$ cat config.mk
export PLATFORM = sky130hd
export DESIGN_NAME = imm_ext_pipe
export DESIGN_NICKNAME = d
export VERILOG_FILES = /design/src/rtl/imm_ext_pipe.sv
export SDC_FILE = /design/constraint.sdc
export NUM_CORES = 1
export LEC_CHECK = 0
export CELL_PAD_IN_SITES_DETAIL_PLACEMENT = 0
export CELL_PAD_IN_SITES_GLOBAL_PLACEMENT = 2
export CORE_MARGIN = 8
export CORE_UTILIZATION = 28
export DETAILED_ROUTE_END_ITERATION = 8
export GPL_ROUTABILITY_DRIVEN = 1
export GPL_TIMING_DRIVEN = 0
export PLACE_DENSITY_LB_ADDON = 0.1
export SYNTH_ARGS = -nofsm -noshare
export SYNTH_HDL_FRONTEND = slang
export SYNTH_SLANG_ARGS = --single-unit
$ cat constraint.sdc
create_clock -name clk -period 2.1 [get_ports clk]
set_input_delay 0.42 -clock clk [delete_from_list [all_inputs] [get_ports clk]]
set_output_delay 0.42 -clock clk [all_outputs]
set_load 0.05 [all_outputs]
$ cat src/rtl/imm_ext_pipe.sv
// Purpose: extends an IN_W-bit immediate to OUT_W bits (sign / zero / upper / branch) into a 2-entry FIFO.
// Latency: 1 cycle, push to visible at the head when the buffer is empty; 1 result per cycle while streaming.
// Backpressure: in_ready drops only when both entries are full and never depends on out_ready.
module imm_ext_pipe #(
  parameter int IN_W  = 16,
  parameter int OUT_W = 32,
  parameter int DEPTH = 2
) (
  input  logic             clk,
  input  logic             rst,
  input  logic             in_valid,
  output logic             in_ready,
  input  logic [IN_W-1:0]  imm,
  input  logic [1:0]       mode,
  output logic             out_valid,
  input  logic             out_ready,
  output logic [OUT_W-1:0] out_data,
  output logic [1:0]       out_mode,
  output logic [1:0]       occupancy
);

  localparam int PAD = OUT_W - IN_W;

  localparam logic [1:0] MODE_SIGN   = 2'b00;
  localparam logic [1:0] MODE_ZERO   = 2'b01;
  localparam logic [1:0] MODE_UPPER  = 2'b10;
  localparam logic [1:0] MODE_BRANCH = 2'b11;

  // Reject parameter sets the bit-slicing below cannot handle.
  generate
    if (IN_W < 2 || OUT_W < IN_W + 2 || DEPTH != 2) begin : g_bad_params
      $error("imm_ext_pipe: illegal parameters (need IN_W>=2, OUT_W>=IN_W+2, DEPTH==2)");
    end
  endgenerate

  // Entry 0 is always the head; entry 1 is only meaningful when occupancy is 2.
  logic [OUT_W-1:0] ent0_data, ent1_data;
  logic [1:0]       ent0_mode, ent1_mode;
  logic [1:0]       occ;

  logic [OUT_W-1:0] sign_val;
  logic [OUT_W-1:0] ext_val;
  logic             push, pop;

  // Extension happens before storage so the buffer holds finished results.
  always_comb begin
    sign_val = {{PAD{imm[IN_W-1]}}, imm};
    ext_val  = sign_val;
    case (mode)
      MODE_SIGN:   ext_val = sign_val;
      MODE_ZERO:   ext_val = {{PAD{1'b0}}, imm};
      MODE_UPPER:  ext_val = {imm, {PAD{1'b0}}};
      MODE_BRANCH: ext_val = {sign_val[OUT_W-3:0], 2'b00};
      default:     ext_val = sign_val;
    endcase
  end

  // Handshakes; in_ready looks only at registered occupancy, never at out_ready.
  always_comb begin
    in_ready  = ~rst & (occ != 2'd2);
    out_valid = (occ != 2'd0);
    push      = in_valid & in_ready;
    pop       = out_valid & out_ready & ~rst;
    out_data  = ent0_data;
    out_mode  = ent0_mode;
    occupancy = occ;
  end

  // Shift-style 2-entry buffer; when it empties, the head keeps the last popped value.
  always_ff @(posedge clk) begin
    if (rst) begin
      ent0_data <= '0;
      ent0_mode <= '0;
      ent1_data <= '0;
      ent1_mode <= '0;
      occ       <= 2'd0;
    end else if (push && pop) begin
      // Only reachable with one entry held: the new entry replaces the head.
      ent0_data <= ext_val;
      ent0_mode <= mode;
    end else if (pop) begin
      if (occ == 2'd2) begin
        ent0_data <= ent1_data;
        ent0_mode <= ent1_mode;
      end
      occ <= occ - 2'd1;
    end else if (push) begin
      if (occ == 2'd0) begin
        ent0_data <= ext_val;
        ent0_mode <= mode;
      end else begin
        ent1_data <= ext_val;
        ent1_mode <= mode;
      end
      occ <= occ + 2'd1;
    end
  end

endmodule

Yosys cells after proc, flatten, opt, wreduce, memory -nomap -nowiden
Index checks and enable logic that the tools add are counted.
W data, S select, Z words.
{"block": "totals", "input_bits": 22, "word_cells": 44, "register_bits": 70, "out_inout_bits": 38}
{"block": "op_classes", "bitwise": 8, "n_eq_ne": 6, "n_reduce_logical": 10, "mux": 13, "n_addsub": 2}
{"op": "$mux W32", "n": 5}
{"op": "$pmux W32 S4", "n": 1}
{"op": "$mux W2", "n": 7}
{"op": "$eq A2 B2 Y1 const B", "n": 3}
{"op": "$reduce_bool A3 Y1", "n": 2}
{"op": "$and A1 B1 Y1", "n": 4}
{"op": "$logic_not A2 Y1", "n": 2}
{"op": "$not A1 Y1", "n": 4}
{"op": "$reduce_and A4 Y1", "n": 1}
{"op": "$reduce_bool A2 Y1", "n": 2}
{"op": "$ne A3 B1 Y1 const B", "n": 1}
{"op": "$reduce_and A3 Y1", "n": 1}
{"op": "$add A2 B1 Y2 const B", "n": 1}
{"op": "$eq A2 B1 Y1 const B", "n": 1}
{"op": "$ne A2 B2 Y1 const B", "n": 1}
{"op": "$reduce_and A2 Y1", "n": 1}
{"op": "$sub A2 B1 Y2 const B", "n": 1}
{"op": "$logic_and A1 B1 Y1", "n": 1}

Longest topological paths before layout
Gate-level depths: netlist (run 1).
{"block": "logic_depth", "ltp_word": 6, "depth_mapped": 11, "depth_no_buf": 8}

Least setup slack after synthesis (run 1)
OpenSTA, ideal clock, no wires.
{"block": "synth_path", "path_kind": "flip-flop to flip-flop", "startpoint": "register occ[0], in the netlist occupancy[0]", "endpoint": "register ent0_data[14], in the netlist out_data[14]", "t_arrival_ns": 3.237, "t_required_ns": 1.962, "setup_slack_ns": -1.274, "period_less_slack_ns": 3.374, "path_buffers": 3, "setup_time_ns": 0.138, "stages_incl_launch_ff": 11, "path_cell_list": "dfxtp_1 buf_2 inv_1 a21oi_1 nand2_1 ha_1 nor3b_1 a211o_1 clkbuf_1 buf_1 o32ai_1"}
{"block": "synth_between", "elab_chain_cells": 6, "word_cells_on_any_way": 15, "classes_between": "eq/ne: 3; mux: 2; bitwise: 4; reduce/logical: 6"}
{"item": "from (decl)", "line_no": "39", "text": "logic [1:0] occ;"}
{"item": "from (signal assigned)", "line_no": "86", "text": "occ <= occ - 2'd1;"}
{"item": "from (signal assigned)", "line_no": "95", "text": "occ <= occ + 2'd1;"}
{"item": "$ne A2 B2 Y1 *", "line_no": "60", "text": "in_ready = ~rst & (occ != 2'd2);"}
{"item": "$and A1 B1 Y1 *", "line_no": "60"}
{"item": "via in_ready", "line_no": "12", "text": "output logic in_ready,"}
{"item": "$and A1 B1 Y1 *", "line_no": "62", "text": "push = in_valid & in_ready;"}
{"item": "$logic_and A1 B1 Y1", "line_no": "77", "text": "end else if (push && pop) begin"}
{"item": "$ne A3 B1 Y1 (no line) or $reduce_bool A3 Y1 (tied branches)"}
{"item": "$reduce_and A3 Y1 (no line)"}
{"item": "to (signal assigned)", "line_no": "79", "text": "ent0_data <= ext_val;"}
{"item": "to (signal assigned)", "line_no": "83", "text": "ent0_data <= ent1_data;"}
{"item": "to (signal assigned)", "line_no": "89", "text": "ent0_data <= ext_val;"}
{"item": "to (decl)", "line_no": "37", "text": "logic [OUT_W-1:0] ent0_data, ent1_data;"}
The timed path passes the listed nets; every way through them passes the cells marked *.
A chain may end at the register's enable or synchronous reset.

Final worst setup path (run 1)
{"block": "layout_path", "startpoint": "register occ[1], in the netlist occupancy[1]", "endpoint": "output port out_valid"}
{"block": "layout_between", "elab_chain_cells": 1}
{"item": "$reduce_bool A2 Y1", "line_no": "61", "text": "out_valid = (occ != 2'd0);"}
{"item": "to (decl)", "line_no": "15", "text": "output logic out_valid,"}
Every way passes these cells.

==> metrics, run 1 <==
status=completed; Top-Level Pins=60; setup_tns=0 ps; Post-Layout Inst Area=about 4800 µm²; Skew-Pair Late Insertion Delay=between 300 and 400 ps; Reg area=~1400 µm²; synth unique cells=35; Hold Path Depth=2; iteration-0 DRC count of the detailed router=between 100 and 150; Hold Path Origin=out_data[5]; Die Ht=125 µm; Seq/Total Area, Yosys=between 40% and 50%; Pwr Density=slightly below 900 nW/µm²; clk buf depth=2; H-tree depth=3; WP data required=1680 ps; die area=15700 µm²; Min-Delay Path Class=flip-flop to flip-flop; pin count of the biggest net entering global routing=15; Area Growth Syn to Fin=42.5%; worst-margin pin slew=between 600 and 700 ps; R2R cell count=10; Fillers=1218; commonest non-fill, non-tap cell in the layout=dfxtp_1; Die Width=between 100 and 150 µm; cell area after synthesis=3340 µm²; effective utilization at floorplan=roughly 28%; GPL Wtd Cong=roughly 0.75; layout cells sized above 1=roughly a fifth; flops & latches, synth=70; register-to-register setup slack=around 110 ps; Num CTS Buffers=9; fmax=between 400 and 500 MHz; Clock Pin Slew Worst Setup and Hold Paths=roughly 60 ps; commonest cells after routing, fill and taps aside=dfxtp_1 (68), nor2_1 (65), clkdlybuf4s50_1 (55), inv_1 (31), a211oi_1 (28); R2R Path End=ent1_data[31]; area post-placement=around 4300 µm²; type of element launching the critical path=flip-flop; Hold Fails Final Rpt=0; vias in the first global route=between 3000 and 4000; grt ovf=0; ANT cells=0; Pre-antenna DRT Iters=4; CTS tree=built; worst r2r src=occupancy[1]; Avg Synthesized Cell Area=8.41 µm²; Leak=approximately 0.0017 µW; Routed Antenna Nets=0; Worst Hold End=out_data[5]; Final period util=a little over nine tenths; Cell Rows=40; max-slew violation count=0; CTS Hold Buffers Added=0; WL final=between 10 and 15 mm; Total Routing Usage GR=~14%; RSZ-0062 raised after global routing=false; Routed WL per cell=17.5 µm; final setup fails=0; CP Max Fanout=6; Max-Cap Viols=0; Syn. warnings=0; worst clock skew=6.74 ps; Final nets=just under 500; WP data arrival=roughly 1600 ps; Root Buffer=clkbuf_16; Vias/cell=just under 5; DR DRC count=0; area of the multi-input gates=approximately 1800 µm²; Setup Crit Path Kind=flip-flop to output pin; fin crit period=around 2000 ps; Core Area=between 10000 and 15000 µm²; first-pass GRT wire length=around 17 mm; vias=just over 3000; Worst VDD drop=approximately 0.31 mV; Max-Slew Margin vs Limit=58.2%; Synthesized Nets=423; hpwl dp=around 7.8 mm; clk sinks=70; IO Port Bufs=58; Critical Path Sink Type=output pin; Synth Instances=about 400; initial antenna violation count=0; power after layout=~4100 µW
## routing by layer
metal,global-route usage [%],routed length (µm)
met5,0,0
met4,3.87,97
met3,3.82,402
met2,22.4,5120
met1,18.1,5270
## cell usage after synthesis (all sizes together)
library cell	n	share of area, %
buf	16	3.0
a311oi	5	1.3
a21boi	1	0.22
inv	34	3.8
nand2	18	2.0
dfxtp	70	42
mux2	15	5.1
a211o	2	0.52
nand2b	1	0.19
nand3	4	0.60
o32ai	29	7.6
a21oi	24	3.6
nor4	1	0.19
nor2	67	7.6
o21ai	2	0.30
xnor2	1	0.26
a22oi	14	3.1
nor3b	3	0.82
or2	1	0.19
nor4b	1	0.45
and3b	1	0.26
ha	4	1.5
clkbuf	19	2.1
a211oi	29	6.5
and2	30	5.6
nor3	2	0.30
or3	1	0.19
or3b	2	0.52
## cells by family (layout without fill, tap and decap cells)
logic type,Yosys count,in the layout,share of synthesized area (%)
compound gates,106,106,23.2
xor+xnor,1,1,0.262
fa+ha+maj,4,4,1.50
buf+inv,69,147,9.00
flops,70,70,42.0
mux,15,15,5.06
simple gates,132,132,19.0
## critical path: stages (launching register included)
cell	delay, ps
dfxtp_4	400
nor2_4	60
inv_1	50
clkdlybuf4s50_1	790
## final cells by class
type / instances / area share, %
clock inverter: 2 / 0.263
tap: 147 / 3.87
inverter: 34 / 2.73
clock buffer: 13 / 6.13
sequential: 70 / 29.6
buffer: 32 / 5.78
timing repair buffer: 66 / 13.3
multi-input combinational: 258 / 38.3
## worst max path at each step
| stage | slack [ps] | end | cells past startpoint | start |
|---|---|---|---|---|
| after global placement | -720 | out_data[15] | 10 | out_ready |
| after detailed placement | -740 | out_data[15] | 10 | out_ready |
| final | 50 | out_valid | 3 | occupancy[1] |
| after global routing | 3 | ent1_data[16] | 10 | occupancy[1] |
| after floorplan | -200 | out_data[21] | 10 | occupancy[0] |
| after CTS | 3 | out_data[15] | 10 | out_ready |
## flip-flops by register name, summed over array words and instances, names as in the netlist
name / cells
occupancy: 2
out_mode: 2
ent1_data: 32
out_data: 32
ent1_mode: 2
## where the power goes
part	internal, µW	switching (µW)	leakage (µW)
Combinational	422	652	0.000991
Clock	960	596	0.000149
Sequential	1440	62.8	0.000571
## timing repair
action,4_1_cts,5_1_grt
buffers inserted,5,2
setup endpoints to repair,70,60
gates resized for setup,16,18
pin swaps,4,7
cloned,0,1
## stage by stage
step / worst slack (ps) / utilization [%] / instances / hold WS, ps
floorplan: -200 / - / 397 / 437
global placement: -720 / 36.5 / 602 / 441
detailed placement: -743 / 36.5 / 602 / 442
CTS: 2.75 / 39.7 / 620 / 454
global route: 2.59 / 40.3 / 622 / 466
finish: 52.5 / 40.3 / 622 / 451
Note: power is estimated with default switching activity, not from simulation.
==> run 2: changes to the inputs <==
--- a/config.mk
+++ b/config.mk
@@ -5,6 +5,7 @@
 export SDC_FILE = /design/constraint.sdc
 export NUM_CORES = 1
 export LEC_CHECK = 0
+export CAP_MARGIN = 20
 export CELL_PAD_IN_SITES_DETAIL_PLACEMENT = 0
 export CELL_PAD_IN_SITES_GLOBAL_PLACEMENT = 2
 export CORE_MARGIN = 8
@@ -13,6 +14,7 @@
 export GPL_ROUTABILITY_DRIVEN = 1
 export GPL_TIMING_DRIVEN = 0
 export PLACE_DENSITY_LB_ADDON = 0.1
+export RECOVER_POWER = 25
 export SYNTH_ARGS = -nofsm -noshare
 export SYNTH_HDL_FRONTEND = slang
 export SYNTH_SLANG_ARGS = --single-unit
==> metrics, run 2 (synthesis gave the netlist of run 1 again) <==
Top-Level Pins=60 (unchanged); IO Port Bufs=58 (unchanged); Routed WL per cell=17.5 µm (about the same); worst clock skew=7.03 ps (was 6.74 ps); highest-delay cell along the critical path=clkdlybuf4s50_1 (unchanged); vias=3023 (was 3027); fin crit period=2050 ps (about the same); iteration-0 DRC count of the detailed router=143 (was 135); status=completed (unchanged); Post-Layout Inst Area=4760 µm² (unchanged); DR DRC count=0 (unchanged); fmax=488 MHz (about the same); Core Area=11800 µm² (unchanged); Final Util=40.3% (unchanged); Hold Fails Final Rpt=0 (unchanged); layout cells sized above 1=20.6% (unchanged); GPL Wtd Cong=0.746 (unchanged); commonest non-fill, non-tap cell in the layout=dfxtp_1 (unchanged); first-pass GRT wire length=17.4 mm (unchanged); RSZ-0062 raised after global routing=false (unchanged); Vias/cell=4.86 (was 4.87); pin count of the biggest net entering global routing=15 (unchanged); Max-Slew Margin vs Limit=58.8% (was 58.2%); worst-path cell chain=nor2_4 > inv_1 > clkdlybuf4s50_1 (unchanged); Area Growth Syn to Fin=42.5% (unchanged); clk buf depth=2 (unchanged); Num CTS Buffers=9 (unchanged); Setup Crit Path Kind=flip-flop to output pin (unchanged); clk sinks=70 (unchanged); Critical Path Sink Type=output pin (unchanged); area post-placement=4310 µm² (unchanged); Final period util=97.5% (about the same); final non-filler cell total=622 (unchanged); WP data required=1680 ps (about the same); Pre-antenna DRT Iters=4 (unchanged); Die Ht=125 µm (unchanged); H-tree depth=3 (unchanged); die area=15700 µm² (unchanged); CP Max Fanout=6 (unchanged); Skew-Pair Late Insertion Delay=340 ps (about the same); Clock Pin Slew Worst Setup and Hold Paths=60 ps (about the same); CTS tree=built (unchanged); max-slew violation count=0 (unchanged); Max-Cap Viols=0 (unchanged); Total Routing Usage GR=14.0% (unchanged); hpwl dp=7.78 mm (unchanged); Routed Antenna Nets=0 (unchanged); commonest cells after routing, fill and taps aside=dfxtp_1 (68), nor2_1 (65), clkdlybuf4s50_1 (32), inv_1 (31), a211oi_1 (28) (was dfxtp_1 (68), nor2_1 (65), clkdlybuf4s50_1 (55), inv_1 (31), a211oi_1 (28)); Min-Delay Path Class=flip-flop to flip-flop (unchanged); worst-margin pin slew=618 ps (was 627 ps); initial antenna violation count=0 (unchanged); WL final=10.9 mm (about the same); WP data arrival=1630 ps (about the same); final setup fails=0 (unchanged); Leak=0.00178 µW (was 0.00171 µW); Inst Count DP=602 (unchanged); Final nets=497 (unchanged); vias in the first global route=3062 (unchanged); Die Width=125 µm (unchanged); Root Buffer=clkbuf_16 (unchanged); type of element launching the critical path=flip-flop (unchanged); worst stage delay on the critical path=790 ps (about the same); effective utilization at floorplan=28.3% (unchanged); Pwr Density=863 nW/µm² (was 868 nW/µm²); ANT cells=0 (unchanged); Worst VDD drop=0.310 mV (about the same); grt ovf=0 (unchanged); Cell Rows=40 (unchanged)
## run 2: cell count changes in the layout (fill, tap and decap cells not counted)
cell	before	now
clkdlybuf4s50_1	55	32
dlygate4sd3_1	0	23
buf_1	1	0
clkbuf_1	6	7
## run 2: area by class of cell
| class | instances | area, µm² |
|---|---|---|
| Multi-Input combinational cell | 258 | 1820 |
| Tap cell | 147 | 184 |
| Timing Repair Buffer | 66 | 634 |
| Fill cell | 1218 | 7050 |
| Sequential cell | 70 | 1410 |
| Clock buffer | 13 | 292 |
| Clock inverter | 2 | 12.5 |
| Inverter | 34 | 130 |
| Buffer | 32 | 275 |
## run 2: what timing repair did
| action | in CTS | in global routing |
|---|---|---|
| resized for setup | 16 | 18 |
| gates cloned | 0 | 1 |
| hold buffers | 0 | 0 |
| buffers inserted | 5 | 2 |
| pin swaps | 4 | 7 |
| endpoints found under the setup margin | 70 | 60 |
| hold endpoints to repair | 0 | 0 |
## run 2: where the power goes
part / total, µW / leakage, µW / internal [µW] / switching (µW)
clock: 1560 / 0.000149 / 960 / 595
sequential: 1500 / 0.000571 / 1440 / 60.6
combinational: 1060 / 0.00106 / 405 / 651
## run 2: worst paths after layout
path / depth (start not counted) / start / end / slack (ps)
worst max register to register: 10 / occupancy[1] / ent1_data[31] / 110
worst min-delay path: 2 / out_data[5] / out_data[5] / 450
worst min register to register: 2 / out_data[5] / out_data[5] / 450
worst max-delay path: 3 / occupancy[1] / out_valid / 50
## run 2: worst max-delay path: cells and delay by family (launching register included)
family	cells	cell delay (ps)
DFF	1	400
and+or+nand+nor	1	60
buffers and inverters	2	840
## run 2: routing by layer
| metal | global-route usage (%) | up-vias | share of wire, % |
|---|---|---|---|
| li1 | - | 1537 | - |
| met1 | 18.1 | 1434 | 48 |
| met2 | 22.4 | 46 | 47 |
| met3 | 3.82 | 6 | 3.5 |
| met4 | 3.87 | 0 | 0.89 |
| met5 | 0 | - | 0 |
## run 2: stage by stage
| step | power, µW | setup TNS [ps] | hold WS [ps] | worst slack [ps] |
|---|---|---|---|---|
| 2_1_floorplan | 2230 | -4150 | 437 | -200 |
| 3_5_place_dp | 2570 | -37210 | 442 | -743 |
| 6_report | 4110 | 0 | 448 | 52.2 |
| 4_1_cts | 4140 | 0 | 454 | 2.75 |
| 3_3_place_gp | 2570 | -35970 | 441 | -720 |
| 5_1_grt | 4290 | 0 | 464 | 2.59 |
==> run 3: changes to the inputs <==
--- a/config.mk
+++ b/config.mk
@@ -15,6 +15,7 @@
 export GPL_TIMING_DRIVEN = 0
 export PLACE_DENSITY_LB_ADDON = 0.1
 export RECOVER_POWER = 25
+export REMOVE_ABC_BUFFERS = 1
 export SYNTH_ARGS = -nofsm -noshare
 export SYNTH_HDL_FRONTEND = slang
 export SYNTH_SLANG_ARGS = --single-unit
==> metrics, run 3 (synthesis gave the netlist of run 1 again) <==
Final Util=40.5% (was 40.3%); status=completed (unchanged); Final nets=487 (was 497); GPL Wtd Cong=0.678 (was 0.746); Critical Path Sink Type=flip-flop (was output pin); Setup Crit Path Kind=input port to flip-flop (was flip-flop to output pin); Reg area=1410 µm² (unchanged); Top-Level Pins=60 (unchanged); Root Buffer=clkbuf_16 (unchanged); Die Ht=125 µm (unchanged); Worst VDD drop=0.270 mV (was 0.310 mV); worst-margin pin slew=666 ps (was 618 ps); commonest cells after routing, fill and taps aside=dfxtp_1 (68), nor2_1 (66), clkdlybuf4s50_1 (52), inv_1 (32), a211oi_1 (28) (was dfxtp_1 (68), nor2_1 (65), clkdlybuf4s50_1 (32), inv_1 (31), a211oi_1 (28)); Net Switching=1290 µW (was 1310 µW); worst r2r src=occupancy[1] (unchanged); IO Port Bufs=59 (was 58); Num CTS Buffers=9 (unchanged); Vias/cell=4.97 (was 4.86); register-to-register setup slack=60 ps (was 110 ps); Area Growth Syn to Fin=43.3% (was 42.5%); type of element launching the critical path=input port (was flip-flop); Total Routing Usage GR=13.5% (was 14.0%); Die Width=125 µm (unchanged); vias=3030 (was 3023); vias in the first global route=2979 (was 3062); H-tree depth=3 (unchanged); R2R Path End=out_data[24] (was ent1_data[31]); Critical Path End=out_data[24] (was out_valid); max-slew violation count=0 (unchanged); worst setup path start=rst (was occupancy[1]); initial antenna violation count=0 (unchanged); hpwl dp=6.46 mm (was 7.78 mm); WP data arrival=2290 ps (was 1630 ps); Sw Ratio=32.1% (was 31.8%); Comb pwr share=27.6% (was 25.7%); CP Max Fanout=25 (was 6); Seq pwr share=37.3% (was 36.4%); Fillers=1233 (was 1218); fmax=488 MHz (about the same); DR DRC count=0 (unchanged); RSZ-0062 raised after global routing=true (was false); Max-Cap Viols=0 (unchanged); Pwr Density=838 nW/µm² (was 863 nW/µm²); commonest non-fill, non-tap cell in the layout=dfxtp_1 (unchanged); Core Area=11800 µm² (unchanged); WL final=10.8 mm (was 10.9 mm); Clk network pwr share=35.1% (was 37.9%); pin count of the biggest net entering global routing=50 (was 15); Hold Fails Final Rpt=0 (unchanged); worst clock skew=3.82 ps (was 7.03 ps); CTS Hold Buffers Added=0 (unchanged); clk sinks=70 (unchanged); layout cells sized above 1=20.5% (was 20.6%); area of the multi-input gates=1840 µm² (was 1820 µm²); final setup fails=0 (unchanged); Post-Layout Inst Area=4780 µm² (was 4760 µm²); Pint=2730 µW (was 2800 µW); clk buf depth=2 (unchanged); Leak=0.00173 µW (was 0.00178 µW); Clock Pin Slew Worst Setup and Hold Paths=60 ps (about the same); Skew-Pair Late Insertion Delay=330 ps (was 340 ps); first-pass GRT wire length=16.6 mm (was 17.4 mm); Final period util=97.5% (about the same); Max-Slew Margin vs Limit=55.6% (was 58.8%); die area=15700 µm² (unchanged); grt ovf=0 (unchanged); area post-placement=4090 µm² (was 4310 µm²); fin crit period=2050 ps (about the same); WP data required=2340 ps (was 1680 ps); iteration-0 DRC count of the detailed router=114 (was 143); Pre-antenna DRT Iters=4 (unchanged); Min-Delay Path Class=input port to flip-flop (was flip-flop to flip-flop); Hold Path Origin=rst (was out_data[5]); Cell Rows=40 (unchanged); ANT cells=0 (unchanged); R2R cell count=8 (was 10); Routed WL per cell=17.7 µm (was 17.5 µm); Routed Antenna Nets=0 (unchanged); effective utilization at floorplan=28.3% (unchanged); CTS tree=built (unchanged)
==> run 3: changes by cell type in the layout (fill, tap and decap cells not counted), moves of 7 or more <==
cell             previous run  this run
dlygate4sd3_1              23         0
clkdlybuf4s50_1            32        52
buf_4                       8        15
clkbuf_1                    7         0
==> run 3: area by class of cell <==
class | instances | share of cell area (%)
multi-input combinational | 258 | 38.4
timing repair buffer | 88 | 20.2
inverter | 34 | 2.67
sequential | 70 | 29.4
tap | 147 | 3.84
clock inverter | 2 | 0.209
clock buffer | 11 | 5.28
==> run 3: routing by layer <==
metal	track usage (%)	wire, µm
met5	0	0
met4	4.94	133
met3	3.70	498
met2	21.2	4870
met1	17.2	5260
==> run 3: repair_timing <==
action	4_1_cts	5_1_grt
gates cloned	2	1
setup buffers	13	5
endpoints found under the setup margin	73	32
resized for setup	35	18
pin swaps	7	3
==> run 3: metrics by stage <==
step / instances / total power [µW] / hold WS [ps] / setup WS, ps / TNS [ps]
after global routing: 610 / 4190 / 357 / -22.5 / -86.2
after CTS: 604 / 4020 / 344 / 46.9 / 0
final: 610 / 4010 / 352 / 52.8 / 0
after detailed placement: 576 / 2500 / 444 / -1140 / -62090
after global placement: 568 / 2470 / 444 / -6940 / -373520
after floorplan: 362 / 2120 / 431 / -3940 / -186220
==> run 3: power by group through the flow <==
stage | clock, µW | sequential [µW] | combinational [µW]
2_1_floorplan | 0 | 1770 | 354
3_3_place_gp | 0 | 1530 | 944
3_5_place_dp | 0 | 1530 | 977
4_1_cts | 1440 | 1500 | 1070
5_1_grt | 1500 | 1510 | 1180
6_report | 1410 | 1500 | 1110
==> run 3: how the worst min path moves through the flow <==
stage | to | slack [ps] | cells past startpoint
after detailed placement | out_data[12] | 440 | 2
after CTS | occupancy[0] | 340 | 2
final | occupancy[1] | 350 | 2
after floorplan | ent1_data[0] | 430 | 2
after global routing | occupancy[0] | 360 | 2
after global placement | ent1_data[31] | 440 | 2
==> run 3: worst max-delay path: stages <==
cell      delay, ps
buf_6           160
buf_12          120
nand2b_1        120
or2_4           150
inv_1            80
ha_2            230
or3_4           400
buf_12          180
and2_0          180
o32ai_2         240
